`config.mk`:
```
export PLATFORM = sky130hd
export DESIGN_NAME = charram_dram_ctrl
export DESIGN_NICKNAME = d
export VERILOG_FILES = /design/src/rtl/charram_dram_ctrl.sv
export SDC_FILE = /design/constraint.sdc
export NUM_CORES = 1
export LEC_CHECK = 0
export CELL_PAD_IN_SITES_DETAIL_PLACEMENT = 1
export CELL_PAD_IN_SITES_GLOBAL_PLACEMENT = 1
export CORE_MARGIN = 2
export CORE_UTILIZATION = 43
export CTS_BUF_LIST = sky130_fd_sc_hd__clkbuf_2
export CTS_CLUSTER_SIZE = 10
export DETAILED_ROUTE_END_ITERATION = 12
export PLACE_DENSITY = 0.86
export SLEW_MARGIN = 40
export SYNTH_ARGS = -nofsm -noshare
export SYNTH_HDL_FRONTEND = slang
export SYNTH_SLANG_ARGS = --single-unit
```
`constraint.sdc`:
```
create_clock -name i_MCLK -period 5.05 [get_ports i_MCLK]
set_input_delay 1.515 -clock i_MCLK [delete_from_list [all_inputs] [get_ports i_MCLK]]
set_output_delay 1.515 -clock i_MCLK [all_outputs]
set_load 0.005 [all_outputs]
```
`src/rtl/charram_dram_ctrl.sv`:
```
// Character-RAM DRAM controller: arbitrates video, refresh and CPU accesses
// onto a multiplexed-address DRAM with one-cycle-per-state RAS/CAS sequencing.
`timescale 1ns/1ps
module charram_dram_ctrl #(
  parameter int REFRESH_INTERVAL = 128
) (
  input  logic        i_MCLK,
  input  logic        i_RST,
  input  logic        i_VID_REQ,
  input  logic [13:0] i_VID_ADDR,
  output logic        o_VID_ACK,
  output logic [3:0]  o_VID_DATA,
  input  logic        i_CPU_REQ,
  input  logic        i_CPU_WR,
  input  logic [13:0] i_CPU_ADDR,
  input  logic [3:0]  i_CPU_DIN,
  output logic        o_CPU_ACK,
  output logic [3:0]  o_CPU_DATA,
  output logic [7:0]  o_DRAM_ADDR,
  output logic        o_DRAM_RAS_n,
  output logic        o_DRAM_CAS_n,
  output logic        o_DRAM_WR_n,
  output logic        o_DRAM_RD_n,
  output logic [3:0]  o_DRAM_DIN,
  input  logic [3:0]  i_DRAM_DOUT
);

  typedef enum logic [2:0] {IDLE, ROW, COL, ACC, PRE, REF} state_t;

  localparam logic [15:0] REF_LAST = 16'(REFRESH_INTERVAL - 1);

  state_t      state_reg, state_next;
  logic        recover_reg;
  logic [13:0] addr_reg, addr_next;
  logic        wr_reg, wr_next;
  logic [3:0]  din_reg, din_next;
  logic        owner_vid_reg, owner_vid_next;
  logic        access_reg, access_next;
  logic        grant_vid, grant_cpu, grant_ref;

  logic [15:0] ref_cnt_reg;
  logic        ref_pend_reg;
  logic [7:0]  ref_row_reg;

  logic        ras_n_reg, ras_n_next;
  logic        cas_n_reg, cas_n_next;
  logic        wr_n_reg, wr_n_next;
  logic        rd_n_reg, rd_n_next;
  logic [7:0]  dram_addr_reg, dram_addr_next;
  logic        vid_ack_reg, vid_ack_next;
  logic        cpu_ack_reg, cpu_ack_next;
  logic [3:0]  vid_data_reg, cpu_data_reg;
  logic        finish;

  always_comb begin
    state_next     = state_reg;
    grant_vid      = 1'b0;
    grant_cpu      = 1'b0;
    grant_ref      = 1'b0;
    addr_next      = addr_reg;
    wr_next        = wr_reg;
    din_next       = din_reg;
    owner_vid_next = owner_vid_reg;
    access_next    = access_reg;

    // recover_reg marks the IDLE right after PRE: nobody is granted there,
    // which both guarantees RAS precharge and keeps an acked requester out.
    case (state_reg)
      IDLE: begin
        if (!recover_reg) begin
          if (i_VID_REQ)         grant_vid = 1'b1;
          else if (ref_pend_reg) grant_ref = 1'b1;
          else if (i_CPU_REQ)    grant_cpu = 1'b1;
        end
        if (grant_vid || grant_cpu) state_next = ROW;
        else if (grant_ref)         state_next = REF;
      end
      ROW:     state_next = COL;
      COL:     state_next = ACC;
      ACC:     state_next = PRE;
      PRE:     state_next = IDLE;
      REF:     state_next = PRE;
      default: state_next = IDLE;
    endcase

    if (grant_vid) begin
      addr_next      = i_VID_ADDR;
      wr_next        = 1'b0;
      owner_vid_next = 1'b1;
      access_next    = 1'b1;
    end
    if (grant_cpu) begin
      addr_next      = i_CPU_ADDR;
      wr_next        = i_CPU_WR;
      din_next       = i_CPU_DIN;
      owner_vid_next = 1'b0;
      access_next    = 1'b1;
    end
    if (grant_ref) access_next = 1'b0;

    // Strobes are decoded from the next state so the registers line up with it.
    ras_n_next     = 1'b1;
    cas_n_next     = 1'b1;
    wr_n_next      = 1'b1;
    rd_n_next      = 1'b1;
    dram_addr_next = dram_addr_reg;
    case (state_next)
      ROW: begin
        ras_n_next     = 1'b0;
        dram_addr_next = addr_next[7:0];
      end
      REF: begin
        ras_n_next     = 1'b0;
        dram_addr_next = ref_row_reg;
      end
      COL: begin
        ras_n_next     = 1'b0;
        cas_n_next     = 1'b0;
        dram_addr_next = {1'b0, addr_next[13:8], 1'b0};
      end
      ACC: begin
        ras_n_next     = 1'b0;
        cas_n_next     = 1'b0;
        wr_n_next      = ~wr_next;
        rd_n_next      = wr_next;
        dram_addr_next = {1'b0, addr_next[13:8], 1'b0};
      end
      default: ;
    endcase

    finish       = (state_reg == PRE) && access_reg;
    vid_ack_next = finish && owner_vid_reg;
    cpu_ack_next = finish && !owner_vid_reg;
  end

  always_ff @(posedge i_MCLK) begin
    if (i_RST) begin
      state_reg     <= IDLE;
      recover_reg   <= 1'b0;
      addr_reg      <= '0;
      wr_reg        <= 1'b0;
      din_reg       <= '0;
      owner_vid_reg <= 1'b0;
      access_reg    <= 1'b0;
      ref_cnt_reg   <= '0;
      ref_pend_reg  <= 1'b0;
      ref_row_reg   <= '0;
      ras_n_reg     <= 1'b1;
      cas_n_reg     <= 1'b1;
      wr_n_reg      <= 1'b1;
      rd_n_reg      <= 1'b1;
      dram_addr_reg <= '0;
      vid_ack_reg   <= 1'b0;
      cpu_ack_reg   <= 1'b0;
      vid_data_reg  <= '0;
      cpu_data_reg  <= '0;
    end else begin
      state_reg     <= state_next;
      recover_reg   <= (state_reg == PRE);
      addr_reg      <= addr_next;
      wr_reg        <= wr_next;
      din_reg       <= din_next;
      owner_vid_reg <= owner_vid_next;
      access_reg    <= access_next;
      ras_n_reg     <= ras_n_next;
      cas_n_reg     <= cas_n_next;
      wr_n_reg      <= wr_n_next;
      rd_n_reg      <= rd_n_next;
      dram_addr_reg <= dram_addr_next;
      vid_ack_reg   <= vid_ack_next;
      cpu_ack_reg   <= cpu_ack_next;

      if (ref_cnt_reg == REF_LAST) ref_cnt_reg <= '0;
      else                         ref_cnt_reg <= ref_cnt_reg + 16'd1;

      // A fresh expiry wins over the clear; repeated expiries just keep it set.
      if (ref_cnt_reg == REF_LAST) ref_pend_reg <= 1'b1;
      else if (grant_ref)          ref_pend_reg <= 1'b0;

      if (state_reg == REF) ref_row_reg <= ref_row_reg + 8'd1;

      if (finish && !wr_reg) begin
        if (owner_vid_reg) vid_data_reg <= i_DRAM_DOUT;
        else               cpu_data_reg <= i_DRAM_DOUT;
      end
    end
  end

  assign o_VID_ACK    = vid_ack_reg;
  assign o_VID_DATA   = vid_data_reg;
  assign o_CPU_ACK    = cpu_ack_reg;
  assign o_CPU_DATA   = cpu_data_reg;
  assign o_DRAM_ADDR  = dram_addr_reg;
  assign o_DRAM_RAS_n = ras_n_reg;
  assign o_DRAM_CAS_n = cas_n_reg;
  assign o_DRAM_WR_n  = wr_n_reg;
  assign o_DRAM_RD_n  = rd_n_reg;
  assign o_DRAM_DIN   = din_reg;

endmodule

```
# [Yosys cells after proc, flatten, opt, wreduce, memory -nomap -nowiden]
# Index checks and enable logic that the tools add are counted.
[op_classes] add_sub_neg=2 n_eq_ne=10 mux=29 bitwise_logic=3 reduce_logical=20
[ops] cell="14-bit two-way mux" count=2
[ops] cell="8-bit case mux with 3 select lines" count=1
[ops] cell="1-bit two-way mux" count=23
[ops] cell="16-bit by 1-bit adder with 16-bit output, second input constant" count=1
[ops] cell="16-bit by 7-bit equality test with 1-bit output, second input constant" count=1
[ops] cell="3-bit by 2-bit equality test with 1-bit output, second input constant" count=4
[ops] cell="3-bit case mux with 4 select lines" count=1
[ops] cell="2-bit OR reduction" count=6
[ops] cell="3-bit equality test, second input constant" count=3
[ops] cell="8-bit by 1-bit adder with 8-bit output, second input constant" count=1
[ops] cell="3-bit by 1-bit equality test with 1-bit output, second input constant" count=2
[ops] cell="3-bit two-way mux" count=2
[ops] cell="1-bit logical AND" count=4
[ops] cell="2-bit AND reduction" count=2
[ops] cell="2-bit nonzero test" count=2
[ops] cell="4-bit OR reduction" count=1
[ops] cell="3-bit logical NOT" count=1
[ops] cell="1-bit inverter" count=3
[ops] cell="3-bit nonzero test" count=1
[ops] cell="1-bit logical NOT" count=2
[ops] cell="1-bit logical OR" count=1
[word_totals] reg_bits=72 in_bits=41 out_inout_bits=26 elab_cells=83

# [Longest topological paths before layout]
# Gate-level depths: netlist of run 1.
[logic_depth] depth_word=11 ltp_mapped=7

# [Worst setup path after synthesis of run 1]
# Ideal clock, no wire load.
[synth_path] kind="input -> register" start="input i_VID_REQ" end="register dram_addr_reg[6] (netlist: o_DRAM_ADDR[6])" arrival_ns=2.593 required_ns=4.918 setup_slack_ns=2.325 path_stages=6 n_path_buf=2 cell_sequence="buf_2 > and2b_1 > buf_2 > nand2_1 > a2111oi_0 > o22ai_1"
[synth_via] elab_chain_len=9
[synth_rtl] element="start: declaration" line_no="9" rtl="input logic i_VID_REQ,"
[synth_rtl] element="1-bit two-way mux" line_no="71" rtl="if (i_VID_REQ) grant_vid = 1'b1;"
[synth_rtl] element="1-bit two-way mux" line_no="70" rtl="if (!recover_reg) begin"
[synth_rtl] element="1-bit two-way mux" line_no="68" rtl="case (state_reg)"
[synth_rtl] element="3-bit two-way mux or 1-bit logical OR (tied branches)" line_no="76, 75"
[synth_rtl] element="3-bit two-way mux" line_no="75" rtl="if (grant_vid || grant_cpu) state_next = ROW;"
[synth_rtl] element="3-bit case mux with 4 select lines" line_no="68"
[synth_rtl] element="3-bit by 2-bit equality test with 1-bit output" line_no="107" rtl="case (state_next)"
[synth_rtl] element="2-bit OR reduction (no line)"
[synth_rtl] element="8-bit case mux with 3 select lines or 3-bit nonzero test (tied branches)"
[synth_rtl] element="end signal: assignment" line_no="169" rtl="dram_addr_reg <= dram_addr_next;"
[synth_rtl] element="end: declaration" line_no="49" rtl="logic [7:0] dram_addr_reg, dram_addr_next;"
# Several ways; a longest one is shown, not always the timed one. The select of a mux whose other input is x is not followed.
# A chain may end at the register's enable or synchronous reset.

# [Worst setup path in the final report of run 1]
# Ends and elaborated chain as after synthesis.

==> results of run 1 <==
placed cells by master, fill, tap and decap left out, drive strengths merged, types with 3 or more instances in the layout:
cell,count
nand4,8
a22oi,6
a21oi,14
o211ai,13
or3,4
a21boi,11
buf,5
nor3,19
dfxtp,72
nor2b,3
and2,3
clkdlybuf4s50,65
inv,3
nor4,4
nand2,25
o31ai,13
clkbuf,10
o21ai,10
mux2i,8
nor2,46
nand3b,7
nor4b,5
nand3,7
xor2,11
xnor2,7
and3,18
cell families (layout without fill, tap and decap cells):
group           Yosys count  after routing  share of synthesized area [%]
compound gates           77             77                           16.7
mux                       8              8                           2.47
simple gates            162            162                           26.9
flops                    72             72                           44.4
xor+xnor                 18             18                           5.09
fa+ha+maj                 2              2                          0.771
buf+inv                  26             88                           3.63
power breakdown:
group          switching (W)  internal, W  leakage, nW  total [W]
registers          0.0000376     0.000612        0.587   0.000650
clock network       0.000212     0.000113       0.0640   0.000325
logic               0.000135     0.000136        0.855   0.000271
routing by layer:
| layer | up-vias | wire length, um | track usage, % |
|---|---|---|---|
| met5 | - | 0 | 0 |
| met4 | 0 | 76 | 4.67 |
| met3 | 7 | 421 | 6.18 |
| met2 | 60 | 4650 | 41.5 |
| met1 | 1455 | 3940 | 27.8 |
| li1 | 1444 | - | - |
synthesized netlist by cell type, types with 4 or more instances:
cell      instances
o31ai_1          12
xor2_1           11
or3_1             4
xnor2_1           6
a21oi_1          14
a22oi_1           6
and3_1           18
o211ai_1         13
buf_2            10
mux2i_1           8
nand4_1           8
o21ai_0          10
nor2_1           46
a21boi_0         11
nand2_1          25
dfxtp_1          72
nor3_1           16
nand3b_1          7
clkbuf_1         11
nor4b_1           5
nand3_1           7
per-stage QoR:
stage	power, W	area (um^2)	util [%]
floorplan	0.000807	3240	-
global placement	0.000919	3950	54.2
detailed placement	0.000931	3950	54.2
CTS	0.00125	4060	55.7
global route	0.00131	4060	55.6
finish	0.00125	4060	55.6
layout make-up:
type / instances / area (um^2) / area share, %
clock inverters: 5 / 58.8 / 1.45
inverters: 3 / 11.3 / 0.278
repair buffers: 70 / 686 / 16.9
well taps: 99 / 124 / 3.05
multi-input cells: 267 / 1690 / 41.6
flip-flops and latches: 72 / 1440 / 35.5
clock buffers: 10 / 50.0 / 1.23
critical path, cell delays in order:
cell             delay, ns
clkdlybuf4s50_1       0.70
and2b_1               0.61
nand2_1               0.21
a2111oi_0             0.64
o22ai_1               0.19
how the worst min path moves through the flow:
stage	endpoint	slack, ns
after global routing	o_DRAM_DIN[3]	0.50
after global placement	ref_cnt_reg[0]	0.44
after detailed placement	o_DRAM_DIN[2]	0.45
final	o_DRAM_DIN[2]	0.47
after floorplan	ref_cnt_reg[0]	0.43
after CTS	o_DRAM_DIN[2]	0.47
==> flow_summary.toml, run 1 <==
[timing]
period_minus_slack_ns = 3.50
fin_ws_ns = 1.55
max_freq_mhz = 286
relSlewSlack_pct = 50.6
worst_pin_slew_ns = 0.737
setup_viol = 0
slew_viol_final = 0
hold_viol_final = 0
clock_skew_ns = 0.0150
holdWs_ns = 0.469
setup_tns_ns = 0
rsz0062_at_grt = "no"
min_period_over_period_pct = 69.3

[place]
dpl_worst_slack_ns = 1.07
hpwl_um = 6630
place_congestion = 0.793
placed_cells = 511
io_buffers = 66

[die]
die-height_um = 90.9
die-area_mm2 = 0.00826
die_x_um = 90.9
row_count = 31
boundaryPins = 67
core_area_mm2 = 0.00729
start_util_pct = 44.5

[global_route]
antenna_found_initial = 0
grt_usage_pct = 23.1
grt_pass1_vias = 3112
grt_pass1_wl_um = 15400
grt.overflow.total = 0
grt_max_degree = 27

[clock_tree]
cts_resized = 0
clock_latency_ns = 0.50
numCtsBuffers = 9
clkTransAtPathRegs_ns = 0.20
clock-sinks = 72
postCtsSetupRepairBufs = 0
cts_max_level = 3
cts_tree = "built"
clk_path_buf_depth = 2
root_buffer = "clkbuf_2"
hold_buffers = 0

[synth]
synthFlopType = "dfxtp_1"
postSynth.asyncResetShare_pct = 0
yosysWarnings = 0
ys_seq_area_share_pct = 44.4
syn_nets = 408
syn_inst = 365
synth.distinct_cells = 50
synth_edf_count = 0
synthTopCellsByArea = "dfxtp_1, nor2_1, and3_1, o211ai_1, xor2_1"
synth_area_per_cell_um2 = 8.89
ys_ff_latch = 72
netlist_area_mm2 = 0.00324
synth_top_area_cell = "dfxtp_1"
synth_top_area_share_pct = 44.4

[finish]
n_fill_cell = 902
syn_to_final_growth_pct = 25.1
stdcell_count = 526
nets = 466
drive_above_1_share_pct = 7.26
antenna_cells = 0
largest_reg_flops = 16

[setup_path]
critPathCapture = "o_DRAM_ADDR[6]"
r2r_setup_slack_ns = 2.87
regToRegEndpoint = "o_DRAM_ADDR[6]"
cp-end-kind = "register"
cp_max_fo = 24
required_ns = 5.43
cp-start-kind = "primary input"
critPathLaunch = "i_VID_REQ"
path_class = "in2reg"
reg2reg_from = "recover_reg"
rr_worst_depth = 4
cp.arrival_ns = 3.88

[routing]
via_count = 2966
viasPerCell = 5.64
drt_pass1_iterations = 4
finalWirelength_um = 9100
drc = 0
ant_nets = 0
routedWlPerCell_um = 17.3
drtIter0Drc = 103

[worst_hold_path]
hp-start = "o_DRAM_DIN[2]"
min_path_type = "reg2reg"
hold_depth = 2

[pwr]
vdd_drop_max_v = 0.000150
leakagePower_nw = 1.51
power_density_mw_per_mm2 = 307

[job]
max_cap_violations = 0

[outcome]
status = "finished, final reports clean"
Note: power is estimated with default switching activity, not from simulation.
==> inputs of run 2 (changes only) <==
CORE_UTILIZATION = 36   (was 43)
PLACE_DENSITY = 0.77   (was 0.86)
clock period = 2.87 ns   (was 5.05 ns; I/O delays follow)
==> run 2 against run 1 <==
Global-route usage decreased by 4.0 points. Design area increased by 2.8%. Via count decreased by 1.5%. Wire length increased by 1.4%. Worst setup slack got worse by 1.0 ns. Core utilization decreased by 7.8 points. First-iteration DRC count increased by 5.8%. Critical path depth decreased by 4. Sequential cell count unchanged. Worst hold slack improved by 0.012 ns. Clock-buffer cell count decreased by 1. Combinational power increased by 92%.
==> flow_summary.toml, run 2 (synthesis gave the netlist of run 1 again) <==
[place]
placed_cells = 528
io_buffers = 66
dpl_cell_area_mm2 = 0.00405
place_congestion = 0.829
hpwl_um = 6580

[setup_path]
cp_num_buf_inv = 1
cpPeakStageDelay_ns = 0.53
cp-end-kind = "output port"
cp.depth = 1
required_ns = 2.01
r2r_setup_slack_ns = 0.95
rr_worst_depth = 5
cp-start-kind = "register"
cp.arrival_ns = 1.49
path_delay_family = "buffers and inverters"
cp_slowest_cell = "clkdlybuf4s50_1"
path_class = "reg2out"
cp_max_fo = 3
crit_chain = "clkdlybuf4s50_1"

[clock_tree]
cts_resized = 0
clkTransAtPathRegs_ns = 0.22
cts_max_level = 3
cts_tree = "built"
clock_latency_ns = 0.53
postCtsSetupRepairBufs = 0
numCtsBuffers = 9
clock-sinks = 72
root_buffer = "clkbuf_2"
clk_path_buf_depth = 2
hold_buffers = 0

[timing]
slew_viol_final = 0
min_period_over_period_pct = 81.9
hold_viol_final = 0
period_minus_slack_ns = 2.35
setup_tns_ns = 0
setup_viol = 0
worst_pin_slew_ns = 0.564
rsz0062_at_grt = "no"
max_freq_mhz = 425
relSlewSlack_pct = 62.2
clock_skew_ns = 0.0343

[finish]
stdcell_count = 544
nets = 474
n_fill_cell = 1023
layout_common_cells = "dfxtp_1, clkdlybuf4s50_1, nor2_1"
antenna_cells = 0
layout_commonest_cell = "dfxtp_1"
largest_reg_flops = 16
syn_to_final_growth_pct = 28.6
fin_util_pct = 47.8
multiInputGateArea_mm2 = 0.00169
regArea_mm2 = 0.00144
drive_above_1_share_pct = 8.49
design_area_mm2 = 0.00417

[die]
die-height_um = 98.9
start_util_pct = 37.2
core_area_mm2 = 0.00872
die_x_um = 98.9
boundaryPins = 67
row_count = 34
die-area_mm2 = 0.00979

[global_route]
grt.overflow.total = 0
grt_max_degree = 47
grt_pass1_vias = 2952
antenna_found_initial = 0
grt_pass1_wl_um = 14800
grt_usage_pct = 19.2

[pwr]
power_frac_seq_pct = 50.5
switching_share_pct = 31.1
p_sw_w = 0.000694
vdd_drop_max_v = 0.000207
totalPowerFinal_w = 0.00223
power_density_mw_per_mm2 = 535
combPwrFrac_pct = 23.2
power.internal_w = 0.00154
leakagePower_nw = 1.56
p_clk_share_pct = 26.3

[routing]
ant_nets = 0
via_count = 2921
finalWirelength_um = 9230
routedWlPerCell_um = 17.0
viasPerCell = 5.37
drt_pass1_iterations = 5
drtIter0Drc = 109
drc = 0

[worst_hold_path]
hold_depth = 2
min_path_type = "reg2reg"

[job]
max_cap_violations = 0

[outcome]
status = "finished, final reports clean"
## run 2: layout make-up
type                    instances  area share (%)
clock inverters                 7            1.71
flip-flops and latches         72            34.6
multi-input cells             267            40.6
clock buffers                   9            1.08
repair buffers                 78            18.6
well taps                     108            3.24
inverters                       3           0.270
## run 2: metrics by stage
| step | worst slack [ns] | hold WS [ns] |
|---|---|---|
| after floorplan | 0.799 | 0.430 |
| after global placement | 0.325 | 0.445 |
| after detailed placement | 0.239 | 0.450 |
| after CTS | 0.482 | 0.481 |
| after global routing | 0.426 | 0.511 |
| final | 0.519 | 0.481 |
## run 2: metal layers
metal / vias to the layer above / track usage (%) / routed length (um)
met5: - / 0 / 0
met4: 0 / 7.38 / 170
met3: 14 / 3.97 / 248
met2: 43 / 30.7 / 4500
met1: 1411 / 25.4 / 4310
li1: 1453 / - / -
## run 2: tightest hold or removal path, cell delays in order (launching register included)
cell and delay, ns:
dfxtp_1 0.36, nand2_1 0.05, a21oi_1 0.06
## run 2: power groups by stage
stage / clock (W) / combinational (W) / sequential, W
2_1_floorplan: 0 / 0.000282 / 0.00114
3_3_place_gp: 0 / 0.000508 / 0.00114
3_5_place_dp: 0 / 0.000513 / 0.00115
4_1_cts: 0.000605 / 0.000518 / 0.00113
5_1_grt: 0.000653 / 0.000568 / 0.00114
6_report: 0.000587 / 0.000519 / 0.00113
## run 2: worst paths after layout
path / endpoint / start
setup reg to reg: o_DRAM_ADDR[2] / state_reg[0]
hold / removal: o_DRAM_DIN[0] / o_DRAM_DIN[0]
setup / recovery: o_DRAM_ADDR[1] / o_DRAM_ADDR[1]
hold reg to reg: o_DRAM_DIN[0] / o_DRAM_DIN[0]
==> inputs of run 3 (changes only) <==
clock period = 1.9 ns   (was 2.87 ns; I/O delays follow)
==> run 3 against run 2 <==
Wire length grew 5.6%. Critical path depth grew 3. Largest cell class unchanged. Sequential power grew 51%. Via count grew 6.8%. Sequential cell count is the same. Total power grew 55%.
==> flow_summary.toml, run 3 (synthesis gave the netlist of run 1 again) <==
[pwr]
power_frac_seq_pct = 49.4
p_sw_w = 0.00107
switching_share_pct = 30.8
combPwrFrac_pct = 25.5
vdd_drop_max_v = 0.000297
power.internal_w = 0.00240
totalPowerFinal_w = 0.00346
leakagePower_nw = 1.83
p_clk_share_pct = 25.1
power_density_mw_per_mm2 = 784

[finish]
layout_common_cells = "dfxtp_1, nor2_1, buf_4"
stdcell_count = 576
largest_reg_flops = 16
antenna_cells = 0
syn_to_final_growth_pct = 36.2
design_area_mm2 = 0.00442
n_fill_cell = 1034
drive_above_1_share_pct = 19.7
layout_commonest_cell = "dfxtp_1"
nets = 506

[setup_path]
regToRegEndpoint = "o_DRAM_ADDR[1]"
cp_slowest_cell = "or4_4"
cp-end-kind = "register"
path_class = "reg2reg"
cp_num_buf_inv = 0
crit_chain = "or4_4, o221a_1, a22oi_1, o211ai_1"
cpPeakStageDelay_ns = 0.54
required_ns = 2.32
r2r_setup_slack_ns = 0.06
reg2reg_from = "recover_reg"
cp-start-kind = "register"
path_delay_family = "compound AO/OA/AOI/OAI gates"
cp.arrival_ns = 2.26
cp_max_fo = 5
rr_worst_depth = 4
critPathLaunch = "recover_reg"

[worst_hold_path]
hp-start = "o_DRAM_DIN[1]"
hold_path_end = "o_DRAM_DIN[1]"
min_path_type = "reg2reg"
hold_depth = 2

[outcome]
status = "finished, final reports clean"

[global_route]
grt_usage_pct = 20.5
grt.overflow.total = 0
grt_pass1_vias = 3185
grt_max_degree = 23
antenna_found_initial = 0
grt_pass1_wl_um = 16000

[die]
boundaryPins = 67
die_x_um = 98.9
die-height_um = 98.9
start_util_pct = 37.2
row_count = 34
core_area_mm2 = 0.00872
die-area_mm2 = 0.00979

[clock_tree]
root_buffer = "clkbuf_2"
numCtsBuffers = 9
clkTransAtPathRegs_ns = 0.21
cts_tree = "built"
cts_max_level = 3
clk_path_buf_depth = 2
clock-sinks = 72
clock_latency_ns = 0.53
hold_buffers = 0

[job]
max_cap_violations = 0

[timing]
max_freq_mhz = 543
fin_ws_ns = 0.0595
hold_viol_final = 0
min_period_over_period_pct = 96.9
rsz0062_at_grt = "yes"
relSlewSlack_pct = 69.5
clock_skew_ns = 0.0311
slew_viol_final = 0
worst_pin_slew_ns = 0.446
setup_viol = 0
period_minus_slack_ns = 1.84
holdWs_ns = 0.470

[routing]
via_count = 3119
viasPerCell = 5.41
ant_nets = 0
drt_pass1_iterations = 4
routedWlPerCell_um = 16.9
finalWirelength_um = 9750
drtIter0Drc = 124
drc = 0

[place]
hpwl_um = 7180
io_buffers = 66
dpl_cell_area_mm2 = 0.00423
placed_cells = 551
place_congestion = 0.825
dpl_worst_slack_ns = -0.413
==> run 3: routing by layer <==
metal	wire length, um	vias to the layer above	GRT usage (%)
met2	5040	70	35.7
met3	364	14	3.76
met1	4190	1519	25.6
li1	-	1516	-
met4	155	0	6.53
met5	0	-	0
==> run 3: what timing repair did <==
| action | CTS | global route |
|---|---|---|
| endpoints found under the setup margin | 26 | 9 |
| buffers inserted | 7 | 2 |
| resized for setup | 47 | 3 |
==> run 3: how the worst max path moves through the flow <==
stage | endpoint | slack, ns | cells past startpoint
finish | o_DRAM_ADDR[1] | 0.06 | 4
CTS | o_DRAM_ADDR[0] | 0.08 | 5
global placement | o_DRAM_ADDR[1] | -0.32 | 7
global route | o_DRAM_ADDR[1] | -0.04 | 5
detailed placement | o_DRAM_ADDR[2] | -0.41 | 7
floorplan | o_DRAM_ADDR[6] | 0.12 | 6
==> run 3: layout make-up <==
type | count | area [um^2] | area share, %
multi-input cells | 267 | 1700 | 38.4
flip-flops and latches | 72 | 1470 | 33.2
repair buffers | 110 | 996 | 22.5
well taps | 108 | 135 | 3.06
clock inverters | 6 | 60.1 | 1.36
clock buffers | 10 | 50.0 | 1.13
inverters | 3 | 11.3 | 0.255
==> run 3: tightest hold or removal path, cell delays in order, from the launching register on <==
cell,delay [ns]
dfxtp_2,0.35
nand2_1,0.05
a21oi_1,0.06
==> run 3: through the flow <==
step           TNS, ns  utilization [%]
4_1_cts              0             50.3
5_1_grt        -0.0389             50.7
3_5_place_dp     -7.56             48.6
3_3_place_gp     -6.12             48.6
6_report             0             50.7
2_1_floorplan        0                -
==> run 3: power groups by stage <==
stage,Combinational [W],Sequential (W),Clock [W]
finish,0.000883,0.00171,0.000870
global route,0.000963,0.00172,0.000981
CTS,0.000861,0.00171,0.000895
detailed placement,0.000842,0.00174,0
global placement,0.000815,0.00174,0
floorplan,0.000425,0.00172,0
